**src/rtl/ram_dp_clr.sv**
```systemverilog
// ============================================================================
// Module   : ram_dp_clr
// Brief    : Simple-dual-port RAM with bit mask, selectable read latency,
//            read-during-write mode and a zeroing clear sequencer.
// Revision : 1.0
// ============================================================================
`default_nettype none

module ram_dp_clr #(
  parameter int ADDR_WIDTH = 4,
  parameter int DATA_WIDTH = 8,
  parameter int RD_MODE    = 0,
  parameter int RD_LATENCY = 1
) (
  input  logic                  clk,
  input  logic                  reset,
  input  logic                  clr,
  output logic                  busy,
  input  logic                  wr_en,
  input  logic [ADDR_WIDTH-1:0] waddr,
  input  logic [DATA_WIDTH-1:0] wdata,
  input  logic [DATA_WIDTH-1:0] wmask,
  input  logic                  rd_en,
  input  logic [ADDR_WIDTH-1:0] raddr,
  output logic [DATA_WIDTH-1:0] rdata,
  output logic                  rvalid
);

  localparam int                    c_DEPTH    = 2 ** ADDR_WIDTH;
  localparam logic [ADDR_WIDTH-1:0] c_LAST     = {ADDR_WIDTH{1'b1}};
  localparam logic [0:0]            c_ST_CLEAR = 1'b0;
  localparam logic [0:0]            c_ST_READY = 1'b1;

  logic [0:0]            r_state;
  logic [0:0]            w_state_nxt;
  logic [ADDR_WIDTH-1:0] r_clr_cnt;
  logic                  w_clearing;
  logic                  w_accept;
  logic                  w_wr_fire;
  logic                  w_rd_fire;
  logic [DATA_WIDTH-1:0] w_merged;
  logic [DATA_WIDTH-1:0] w_rd_word;
  logic [DATA_WIDTH-1:0] r_mem [c_DEPTH];
  logic                  r_s1_valid;
  logic [DATA_WIDTH-1:0] r_s1_data;
  logic                  w_out_valid;
  logic [DATA_WIDTH-1:0] w_out_data;

  always_ff @(posedge clk) begin
    if (reset) begin
      r_state <= c_ST_CLEAR;
    end else begin
      r_state <= w_state_nxt;
    end
  end

  always_comb begin
    w_state_nxt = r_state;
    case (r_state)
      c_ST_CLEAR: if (r_clr_cnt == c_LAST) w_state_nxt = c_ST_READY;
      c_ST_READY: if (clr) w_state_nxt = c_ST_CLEAR;
      default:    w_state_nxt = c_ST_CLEAR;
    endcase
  end

  // A clr request in READY swallows any port access in the same cycle.
  always_comb begin
    busy       = (r_state == c_ST_CLEAR);
    w_clearing = (r_state == c_ST_CLEAR) && !reset;
    w_accept   = (r_state == c_ST_READY) && !clr && !reset;
  end

  always_ff @(posedge clk) begin
    if (reset) begin
      r_clr_cnt <= '0;
    end else if (w_clearing) begin
      r_clr_cnt <= r_clr_cnt + 1'b1;
    end else begin
      r_clr_cnt <= '0;
    end
  end

  assign w_wr_fire = w_accept && wr_en;
  assign w_rd_fire = w_accept && rd_en;
  assign w_merged  = (wdata & wmask) | (r_mem[waddr] & ~wmask);
  assign w_rd_word = ((RD_MODE == 1) && w_wr_fire && (waddr == raddr)) ? w_merged : r_mem[raddr];

  always_ff @(posedge clk) begin
    if (w_clearing) begin
      r_mem[r_clr_cnt] <= '0;
    end else if (w_wr_fire) begin
      r_mem[waddr] <= w_merged;
    end
  end

  // Data is captured on the issuing edge so later writes cannot disturb it.
  always_ff @(posedge clk) begin
    if (reset) begin
      r_s1_valid <= 1'b0;
      r_s1_data  <= '0;
    end else begin
      r_s1_valid <= w_rd_fire;
      if (w_rd_fire) r_s1_data <= w_rd_word;
    end
  end

  generate
    if (RD_LATENCY == 2) begin : g_lat2
      logic                  r_s2_valid;
      logic [DATA_WIDTH-1:0] r_s2_data;
      always_ff @(posedge clk) begin
        if (reset) begin
          r_s2_valid <= 1'b0;
          r_s2_data  <= '0;
        end else begin
          r_s2_valid <= r_s1_valid;
          r_s2_data  <= r_s1_data;
        end
      end
      assign w_out_valid = r_s2_valid;
      assign w_out_data  = r_s2_data;
    end else begin : g_lat1
      assign w_out_valid = r_s1_valid;
      assign w_out_data  = r_s1_data;
    end
  endgenerate

  always_ff @(posedge clk) begin
    if (reset) begin
      rvalid <= 1'b0;
      rdata  <= '0;
    end else begin
      rvalid <= w_out_valid;
      if (w_out_valid) rdata <= w_out_data;
    end
  end

endmodule

`default_nettype wire

```
**config.mk**
```make
export PLATFORM = sky130hd
export DESIGN_NAME = ram_dp_clr
export DESIGN_NICKNAME = d
export VERILOG_FILES = /design/src/rtl/ram_dp_clr.sv
export SDC_FILE = /design/constraint.sdc
export NUM_CORES = 1
export LEC_CHECK = 0
export BUFFER_PORTS_ARGS = -buffer_cell sky130_fd_sc_hd__buf_2
export CORE_ASPECT_RATIO = 0.75
export CORE_UTILIZATION = 25
export CTS_CLUSTER_SIZE = 20
export DETAILED_ROUTE_END_ITERATION = 12
export HOLD_SLACK_MARGIN = 0.03
export PLACE_DENSITY = 0.37
export RECOVER_POWER = 100
export SYNTH_ARGS = -nofsm -noshare
export SYNTH_HDL_FRONTEND = slang
export SYNTH_SLANG_ARGS = --single-unit
```
**constraint.sdc**
```tcl
create_clock -name clk -period 4.3 [get_ports clk]
set_input_delay 0.215 -clock clk [delete_from_list [all_inputs] [get_ports clk]]
set_output_delay 0.215 -clock clk [all_outputs]
set_load 0.02 [all_outputs]
```
==> impl_results.md, run 1 <==
* Die Y at 148 um
* CTS tree: built
* Post-Syn Nets at 494
* Worst slew pin tran at 1.75 ns
* Power Total at 3300 uW
* Power Density at 403 nW/um2
* WL/cell at 23.6 um
* Crit path max fanout at 16
* Synth Instances at 464
* Via count at 4352
* Setup TNS at 0 ns
* Mapped Avg Cell Area at 15.3 um2
* Post-CTS setup buffers at 0
* Max Slew Vio Count at 21
* Top post-synthesis cells by area: edfxtp_1 54%, mux2i_1 10%, mux4_2 9.5%, dfxtp_1 6.5%, mux4_1 2.2%
* Port bufs at 38
* Cell Rows at 52
* Worst Path Required at 4.35 ns
* # DRC at 0
* Synth unique cells at 39
* Root buf cell: clkbuf_16
* Violated checks: capacitance limit, slew limit
* CTS Sinks at 151
* First-pass GRT wire length at 30900 um
* Worst setup startpoint: r_state$_SDFF_PP0_
* CP Capture Type: flip-flop
* Iteration-0 DRC Markers at 357
* Post-CTS sizing at 0
* Ant diodes at 0
* Max Root-Sink Buffers at 2
* Synth area leader: edfxtp_1
* TritonCTS buffer count at 17
* Share of layout cells above drive strength 1 at 18.1%
* Outcome: complete, but fails checks
* Antenna violations before repair at 0
* RD Place Congestion at 0.808
* Number of synthesized flops with an enable pin at 128
* Post-synth top area share at 54.3%
* Total track usage at 15.3%
* Worst r2r dst: r_mem[15][7]$_DFFE_PP_
* Vias per cell at 4.88
* Final hold viol count at 0
* Reg2Reg Setup Slack at 1.19 ns
* Clk_lat worst skew at 0.42 ns
* Final Instance Area at 8190 um2
* Static leakage at 0.00297 uW
* P&R area growth vs syn at 15.7%
* Final setup fails at 0
* Hpwl dp at 14800 um
* Kind of critical path: flip-flop to flip-flop
* CTS H-Tree Depth at 4
* Final period util at 72.4%
* Area of the core at 27400 um2
* Largest net degree at the start of global routing at 45
* Synthesis-stage register bit count at 151
* Hold slack final at 0.128 ns
* Post-synthesis sequential area ratio at 60.8%
* Die Area at 29000 um2
* Peak Freq at 321 MHz
* ANT nets after route at 0
* Post-synth ARST share at 0%
* Slew margin rel. at -16.4%
* R2r worst-path depth at 4
* Mapped Area at 7080 um2
* Total gr overflow at 0
* Minimum clock period at 3.11 ns
* Largest vdd supply drop at 0.000264 V
* Routed wire length at 21000 um
* Last element of the critical path: r_mem[15][7]$_DFFE_PP_
* Ys Warns at 0
* Reg2reg start: r_state$_SDFF_PP0_
* Clock Pin Slew Worst Setup and Hold Paths at 0.06 ns
* Die width at 196 um
* IO Pins at 39
* Data arrival, critical path at 3.16 ns
* Skew final at 0.00678 ns
* Nets at 531
* Hold_sp: clr
* Number of global-route vias before repair at 4328
* Maxcap violations at 1
* TritonRoute pass-1 iters at 6
* Placed cell areas at 7650 um2
* CTS Hold Bufs at 0
* CP startpoint kind: flip-flop
* Top_reg_cell synth: edfxtp_1
* Hold WC Path Type: primary input to flip-flop
* Initial core utilization at 25.8%
* RSZ-0062 raised after global routing: no
## worst max-delay path, cell delays in order (launching register included)
cell and delay [ns]:
dfxtp_1 0.42, nor4bb_4 0.50, and2_0 0.63, nand4_1 0.18
o211ai_1 1.00
## cells in the mapped netlist (all sizes together) (6+ instances only)
cell	count
o21ai	8
nand2	8
mux4	36
clkbuf	11
nand2b	8
nor2b	6
nand3	29
edfxtp	128
buf	22
mux2i	71
nor2	32
a32oi	9
a2bb2oi	12
a21oi	17
a22oi	12
dfxtp	23
## registers in the layout, indices dropped and copies added (netlist names)
register,flops
r_mem,128
r_s1_data,8
r_state,1
rvalid,1
rdata,8
r_clr_cnt,4
r_s1_valid,1
## kinds of logic after synthesis
family	share of synthesized area (%)
xor gates and xnor gates	0.248
adders and majority gates	0.177
muxes	22.0
buffers and inverters	3.23
AOI/OAI and AO/OA	6.52
DFF	60.8
and+or+nand+nor	7.04
## layer usage
layer | global-route usage (%) | up-vias | wire length (um)
li1 | - | 1935 | -
met1 | 23.0 | 2261 | 10700
met2 | 21.2 | 141 | 8830
met3 | 4.59 | 15 | 1300
met4 | 3.59 | 0 | 192
met5 | 0 | - | 0
## final cells by class
| cell class | count | area [um2] |
|---|---|---|
| clock buffers | 19 | 433 |
| clock inverters | 13 | 156 |
| fillers | 2714 | 19200 |
| inverters | 5 | 18.8 |
| multi-input cells | 275 | 2560 |
| flip-flops and latches | 151 | 4300 |
| well taps | 378 | 473 |
| repair buffers | 51 | 243 |
## worst min-delay path by stage
stage	end	slack (ns)	cells after the start
finish	r_state$_SDFF_PP0_	0.13	4
global route	r_state$_SDFF_PP0_	0.13	4
CTS	r_state$_SDFF_PP0_	0.11	4
detailed placement	r_s1_data[1]$_SDFFE_PP0P_	0.48	2
global placement	rdata[2]$_SDFFE_PP0P_	0.47	2
floorplan	r_state$_SDFF_PP0_	0.39	3
## layout by cell type, fill, tap and decap left out, types with 3 or more instances in the layout
cell | netlist | final
buf_4 | 6 | 5
a32oi_1 | 8 | 8
mux2i_1 | 71 | 71
a31oi_1 | 5 | 5
clkbuf_16 | 0 | 17
nand2_1 | 8 | 8
nand4_1 | 5 | 5
a22oi_1 | 12 | 12
inv_1 | 5 | 5
a21oi_1 | 17 | 17
nor3b_1 | 3 | 3
nor2b_1 | 6 | 6
buf_2 | 8 | 26
o21ai_0 | 0 | 6
nand3_1 | 29 | 29
clkinv_4 | 0 | 3
edfxtp_1 | 128 | 128
clkbuf_1 | 11 | 22
clkinvlp_4 | 0 | 3
nand2b_1 | 7 | 7
mux4_1 | 6 | 6
mux4_2 | 30 | 30
dfxtp_1 | 23 | 23
a2bb2oi_1 | 12 | 12
bufinv_16 | 0 | 3
nor2_1 | 31 | 31
## per-stage QoR
step	util (%)	setup slack, ns	instances
after global routing	29.9	0.863	892
final	29.9	1.19	892
after detailed placement	27.9	1.28	860
after global placement	27.9	1.41	860
after floorplan	-	2.33	464
after CTS	30.1	1.34	892
## power by group
group	total [uW]	switching [uW]	internal (uW)
combinational	196	123	73.2
sequential	1600	11.4	1580
clock	1510	598	908
total	3300	733	2570
No activity file was read; power rests on OpenSTA's default activity.
==> run 2: changes to the inputs <==
ABC_AREA = 1   (was unset)
clock period = 2.9 ns   (was 4.3 ns; I/O delays follow)
==> run 2 against run 1 <==
- the run now ends clean
- sequential share of layout area fell by 5.9 points
- power is 56% higher
- count of clock-buffer cells in the layout increased by 6
- first-iteration DRC count increased by 73%
- worst setup slack got worse by 0.61 ns
- synthesized cell count up 110%
- clock skew is 0.0014 ns higher
- critical path depth rose by 6
- die area rose by 12%
- critical path type is now primary input to flip-flop
- critical endpoint is now r_mem[2][7]$_DFFE_PP_
==> impl_results.md, run 2 <==
* Crit path buffers/inverters at 4
* First-pass GRT wire length at 42100 um
* RD Place Congestion at 0.781
* WL/cell at 19.3 um
* Antenna violations before repair at 1
* Count leader, synth: nand2_1
* Share of layout cells above drive strength 1 at 9.62%
* Commonest non-fill, non-tap cell in the layout: nand2_1
* Hold WC Path Type: primary input to flip-flop
* CTS Hold Bufs at 1
* Area share of fa/ha/maj cells after synthesis at 0.158%
* TritonRoute pass-1 iters at 5
* Worst r2r dst: r_mem[2][7]$_DFFE_PP_
* Ys Warns at 0
* Static leakage at 0.00418 uW
* Mapped Area at 7900 um2
* Cell Rows at 55
* CTS tree: built
* Final hold viol count at 0
* Largest stage delay on the critical path at 0.53 ns
* Most frequent cells in the layout: 293 x nand2_1, 245 x nand3_1, 167 x inv_1, 128 x edfxtp_1, 51 x nor2_1
* XOR/XNOR Fraction of Synth Area at 0%
* Post-synthesis sequential area ratio at 54.5%
* CTS Sinks at 151
* Largest vdd supply drop at 0.000413 V
* CP Capture Type: flip-flop
* Top post-synthesis cells by area: edfxtp_1 49%, nand3_1 16%, nand2_1 14%, inv_1 7.9%, dfxtp_1 5.8%
* Area of the core at 30600 um2
* Synth unique cells at 25
* Maxcap violations at 0
* TritonCTS buffer count at 17
* Combinational power share at 9.4%
* Slew margin rel. at 44.5%
* Post-CTS sizing at 0
* Worst slew pin tran at 0.831 ns
* Max Slew Vio Count at 0
* Max Root-Sink Buffers at 2
* Vias per cell at 4.60
* Max reg flops at 128
* IO Pins at 39
* Slowest cell on crit path: dlygate4sd3_1
* Crit path top cell by count: nand2_1
* # DRC at 0
* Simple-Gate Fraction of Synth Area at 32.7%
* Reg power frac at 45.6%
* Post-synthesis mux area share at 0%
* Grt met1 use at 26.5%
* Clk_lat worst skew at 0.43 ns
* RSZ-0062 raised after global routing: no
* Pre-CTS setup slack at 0.746 ns
* Worst Slack Setup Final at 0.578 ns
* Synth area leader: edfxtp_1
* Number of synthesized flops with an enable pin at 128
* Mapped Avg Cell Area at 7.97 um2
* Main combinational cell family by area after synthesis: simple AND/OR/NAND/NOR gates
* Critical Path Stages at 10
* Total track usage at 17.8%
* Final period util at 80.1%
* Synthesis-stage register bit count at 151
* Top post-synthesis cells by count: 293 x nand2_1, 245 x nand3_1, 167 x inv_1
* Die width at 207 um
* Data arrival, critical path at 2.45 ns
* Minimum clock period at 2.32 ns
* Die Y at 156 um
* Kind of critical path: primary input to flip-flop
* Post-CTS setup buffers at 0
* Post-Syn Nets at 1021
* Kind of cell adding the most delay to the critical path: simple AND/OR/NAND/NOR gates
* Nets at 1056
* Via count at 6614
* Crit path max fanout at 17
* Top_reg_cell synth: edfxtp_1
* Largest Register: r_mem
* ANT nets after route at 0
* Clk network pwr share at 44.9%
* Reg2Reg Setup Slack at 0.62 ns
* Final setup fails at 0
* Setup TNS at 0 ns
* Switching Fraction at 24.6%
* Met3 capacity usage during global routing at 2.86%
* Cell internal pwr at 3890 uW
* Compound-Gate Fraction of Synth Area at 1.20%
* Die Area at 32300 um2
* Hold depth at 5
* Total gr overflow at 0
* Iteration-0 DRC Markers at 616
* Largest regs: r_mem: 128 flops, r_s1_data: 8 flops, rdata: 8 flops
* Post-synth top area share at 48.6%
* Reg2reg start: r_state$_SDFF_PP0_
* Ant diodes at 0
* Clock Pin Slew Worst Setup and Hold Paths at 0.06 ns
* Worst setup startpoint: clr
* Peak Freq at 431 MHz
* Routed wire length at 27800 um
* Skew final at 0.00821 ns
* Initial core utilization at 25.8%
* Worst Path Required at 3.03 ns
* Number of global-route vias before repair at 6408
* R2r worst-path depth at 9
* Root buf cell: clkbuf_16
* Largest net degree at the start of global routing at 65
* CTS H-Tree Depth at 4
* Post-synth ARST share at 0%
* CP startpoint kind: primary input
* Ordered list of cells on the worst path: dlygate4sd3_1, buf_2, nor3_1, nand2_4, nand2_1, o21ai_2, inv_1, nand2_1, nor2_1, buf_4
* Synth Instances at 991
* M2 GR Usage at 26.4%
* Outcome: complete, no violations
* Most Used Layer, Global Route: met1
* Net switching power at 1270 uW
* Last element of the critical path: r_mem[2][7]$_DFFE_PP_
* Hpwl dp at 17600 um
* Power Density at 559 nW/um2
* Port bufs at 38
* P&R area growth vs syn at 16.7%
==> run 2: changes by cell type in the layout (fill, tap and decap cells not counted), moves of 20 or more <==
cell / change
buf_4: +22
nor2_1: +20
mux4_2: -30
inv_1: +162
nand2_1: +285
nand3_1: +216
mux2i_1: -71
==> run 2: worst min path at each step <==
stage                                  startpoint                        end  slack (ns)
after CTS                                   rd_en  r_s1_data[0]$_SDFFE_PP0P_        0.09
after global routing                        reset          rvalid$_SDFF_PP0_        0.12
final                                       rd_en  r_s1_data[0]$_SDFFE_PP0P_        0.08
after detailed placement  r_clr_cnt[0]$_SDFF_PP0_    r_clr_cnt[0]$_SDFF_PP0_        0.45
after floorplan                               clr         r_state$_SDFF_PP0_        0.32
after global placement      rdata[4]$_SDFFE_PP0P_      rdata[4]$_SDFFE_PP0P_        0.45
==> run 2: cell families after synthesis <==
family / after synthesis
AND/OR/NAND/NOR: 597
buffers and inverters: 226
flip-flops: 151
AO/OA/AOI/OAI: 16
adder cells (fa/ha/maj): 1
==> run 2: final cells by class <==
cell class | instances | area (um2)
Inverter | 171 | 642
Multi-Input combinational cell | 614 | 2680
Tap cell | 399 | 499
Fill cell | 3265 | 21400
Clock inverter | 7 | 58.8
Sequential cell | 151 | 4300
Clock buffer | 25 | 549
Timing Repair Buffer | 71 | 490
==> run 2: power by group through the flow <==
stage,clock (uW),sequential (uW),combinational (uW)
2_1_floorplan,0,2400,297
3_3_place_gp,0,2400,488
3_5_place_dp,0,2400,482
4_1_cts,2360,2350,485
5_1_grt,2420,2360,534
6_report,2320,2350,487
==> run 2: stage by stage <==
| stage | std cells | util, % | area, um2 | hold WS, ns | total power, uW |
|---|---|---|---|---|---|
| 2_1_floorplan | 991 | - | 7900 | 0.321 | 2700 |
| 3_3_place_gp | 1405 | 28.2 | 8630 | 0.450 | 2890 |
| 3_5_place_dp | 1405 | 28.2 | 8630 | 0.452 | 2880 |
| 4_1_cts | 1438 | 30.2 | 9250 | 0.0906 | 5190 |
| 5_1_grt | 1438 | 30.1 | 9220 | 0.119 | 5310 |
| 6_report | 1438 | 30.1 | 9220 | 0.0783 | 5160 |
==> run 2: tightest hold or removal path, cell delays in order <==
cell and delay [ns]:
buf_2 0.10, nand2_1 0.07, a21oi_1 0.06, nand2_1 0.06, inv_1 0.03
==> run 2: layer usage <==
layer | vias up | routed length, um | share of wire, %
li1 | 3227 | - | -
met1 | 3184 | 14500 | 52
met2 | 181 | 11600 | 42
met3 | 22 | 1280 | 4.6
met4 | 0 | 430 | 1.5
met5 | - | 0 | 0
==> run 3: changes to the inputs <==
ABC_AREA = 0   (was 1)
PLACE_DENSITY = 0.39   (was 0.37)
clock period = 1.9 ns   (was 2.9 ns; I/O delays follow)
==> run 3 against run 2 <==
- utilization grew 1.1 points
- critical path depth shrank 2
- sequential power increased by 54%
- power grew 42%
- register-to-register slack got worse by 0.52 ns
- via count is 34% lower
==> impl_results.md, run 3 (synthesis results as in run 1) <==
* Outcome: complete, no violations
* Commonest non-fill, non-tap cell in the layout: edfxtp_1
* CTS Sinks at 151
* RD Place Congestion at 0.747
* Antenna violations before repair at 0
* TritonRoute pass-1 iters at 5
* CTS tree: built
* Area of the core at 27400 um2
* Ant diodes at 0
* TritonCTS buffer count at 17
* Hpwl dp at 14300 um
* Slew margin rel. at 35.0%
* Vias per cell at 4.69
* Layout fillers at 2720
* Die Area at 29000 um2
* Pre-CTS setup slack at -0.0386 ns
* Max reg flops at 128
* Iteration-0 DRC Markers at 233
* Reg2reg start: r_state$_SDFF_PP0_
* Skew final at 0.00955 ns
* Footprint of the multi-input gates at 2590 um2
* Via count at 4378
* Peak Freq at 554 MHz
* Crit path top cell by count: buf_4
* P&R area growth vs syn at 21.0%
* Power Density at 853 nW/um2
* Ordered list of cells on the worst path: nor4bb_4, buf_4, buf_6, nor3_1, a31oi_2, buf_4, nor2_1, clkbuf_4
* CTS H-Tree Depth at 4
* Worst slew pin tran at 0.971 ns
* Final period util at 94.9%
* Register Area at 4310 um2
* Clk_lat worst skew at 0.43 ns
* Worst Path Required at 2.03 ns
* Hold WC Path Type: primary input to flip-flop
* ANT nets after route at 0
* CP Capture Type: flip-flop
* Cell Rows at 52
* Max Root-Sink Buffers at 2
* Share of layout cells above drive strength 1 at 26.3%
* # DRC at 0
* Largest vdd supply drop at 0.000489 V
* CP startpoint kind: flip-flop
* Kind of critical path: flip-flop to flip-flop
* Clock Pin Slew Worst Setup and Hold Paths at 0.06 ns
* Layout Cells excl Fill at 934
* Routed wire length at 20100 um
* Final hold viol count at 0
* IO Pins at 39
* Data arrival, critical path at 1.93 ns
* Initial core utilization at 25.8%
* Power Total at 7310 uW
* Crit path max fanout at 11
* Most frequent cells in the layout: 128 x edfxtp_1, 71 x mux2i_1, 38 x buf_4, 32 x buf_2, 31 x nor2_1
* Worst setup startpoint: r_state$_SDFF_PP0_
* Root buf cell: clkbuf_16
* Hold_sp: clr
* Minimum clock period at 1.80 ns
* Largest Register: r_mem
* Total gr overflow at 0
* Die width at 196 um
* Static leakage at 0.00322 uW
* Port bufs at 38
* Largest regs: r_mem: 128 flops, r_s1_data: 8 flops, rdata: 8 flops
* Largest net degree at the start of global routing at 27
* WL/cell at 21.5 um
* Final setup fails at 0
* Worst Slack Setup Final at 0.0960 ns
* Total track usage at 14.5%
* First-pass GRT wire length at 29800 um
* Maxcap violations at 0
* Slowest cell on crit path: dfxtp_2
* Die Y at 148 um
* Nets at 574
* Max Slew Vio Count at 0
* Dpl cells at 898
* Final core utilization at 31.3%
* Largest stage delay on the critical path at 0.32 ns
* Number of global-route vias before repair at 4355
[run 3: changes by cell type in the layout (fill, tap and decap cells not counted), moves of 6 or more]
cell,change
inv_1,-162
nor2_1,-20
buf_4,+11
nand2b_1,+7
a22oi_1,+11
nand2_1,-285
o21ai_0,+8
mux2i_1,+71
a21oi_1,+8
a32oi_1,+7
nand3_1,-216
mux4_2,+30
mux4_1,+6
a2bb2oi_1,+12
[run 3: final cells by class]
type,instances,area share (%)
sequential,151,50.3
multi-input combinational,275,30.2
timing repair buffer,94,7.38
tap,378,5.52
clock buffer,21,5.14
clock inverter,10,1.24
inverter,5,0.219
[run 3: timing repair]
item | in CTS | in global routing
setup buffers | 0 | 3
endpoints found under the hold margin | 2 | 0
resized for setup | 2 | 6
pin swaps | 0 | 0
hold buffers | 2 | 0
setup endpoints to repair | 64 | 160
[run 3: power by group]
| group | leakage, uW | total [uW] | switching (uW) | internal [uW] |
|---|---|---|---|---|
| clock | 0.000262 | 3210 | 1310 | 1910 |
| sequential | 0.00156 | 3610 | 23.1 | 3580 |
| combinational | 0.00140 | 483 | 277 | 206 |
[run 3: per-stage QoR]
stage | hold WS, ns | instance area, um2 | TNS [ns]
2_1_floorplan | 0.258 | 7080 | -0.775
3_3_place_gp | 0.427 | 7980 | -1.87
3_5_place_dp | 0.428 | 7980 | -1.00
4_1_cts | 0.0451 | 8560 | 0
5_1_grt | 0.0487 | 8560 | -0.0389
6_report | 0.0597 | 8560 | 0
[run 3: per-layer routing]
metal | GRT usage, % | part of all wire, % | vias to the layer above
li1 | - | - | 2018
met2 | 20.4 | 42 | 96
met4 | 4.22 | 0.89 | 0
met3 | 2.94 | 4.3 | 15
met5 | 0 | 0 | -
met1 | 22.2 | 53 | 2249
[run 3: path summary, 6_finish.rpt]
path / to / slack, ns / depth (start not counted)
hold / removal: r_s1_valid$_SDFF_PP0_ / 0.06 / 2
setup reg to reg: r_mem[4][3]$_DFFE_PP_ / 0.1 / 8
hold reg to reg: r_s1_data[4]$_SDFFE_PP0P_ / 0.47 / 2
setup / recovery: r_mem[4][3]$_DFFE_PP_ / 0.1 / 8
[run 3: critical path: cells and delay by family (launching register included)]
kind            cells  cell delay, ns
flops               1            0.32
simple gates        3            0.42
buf+inv             4            0.70
compound gates      1            0.07
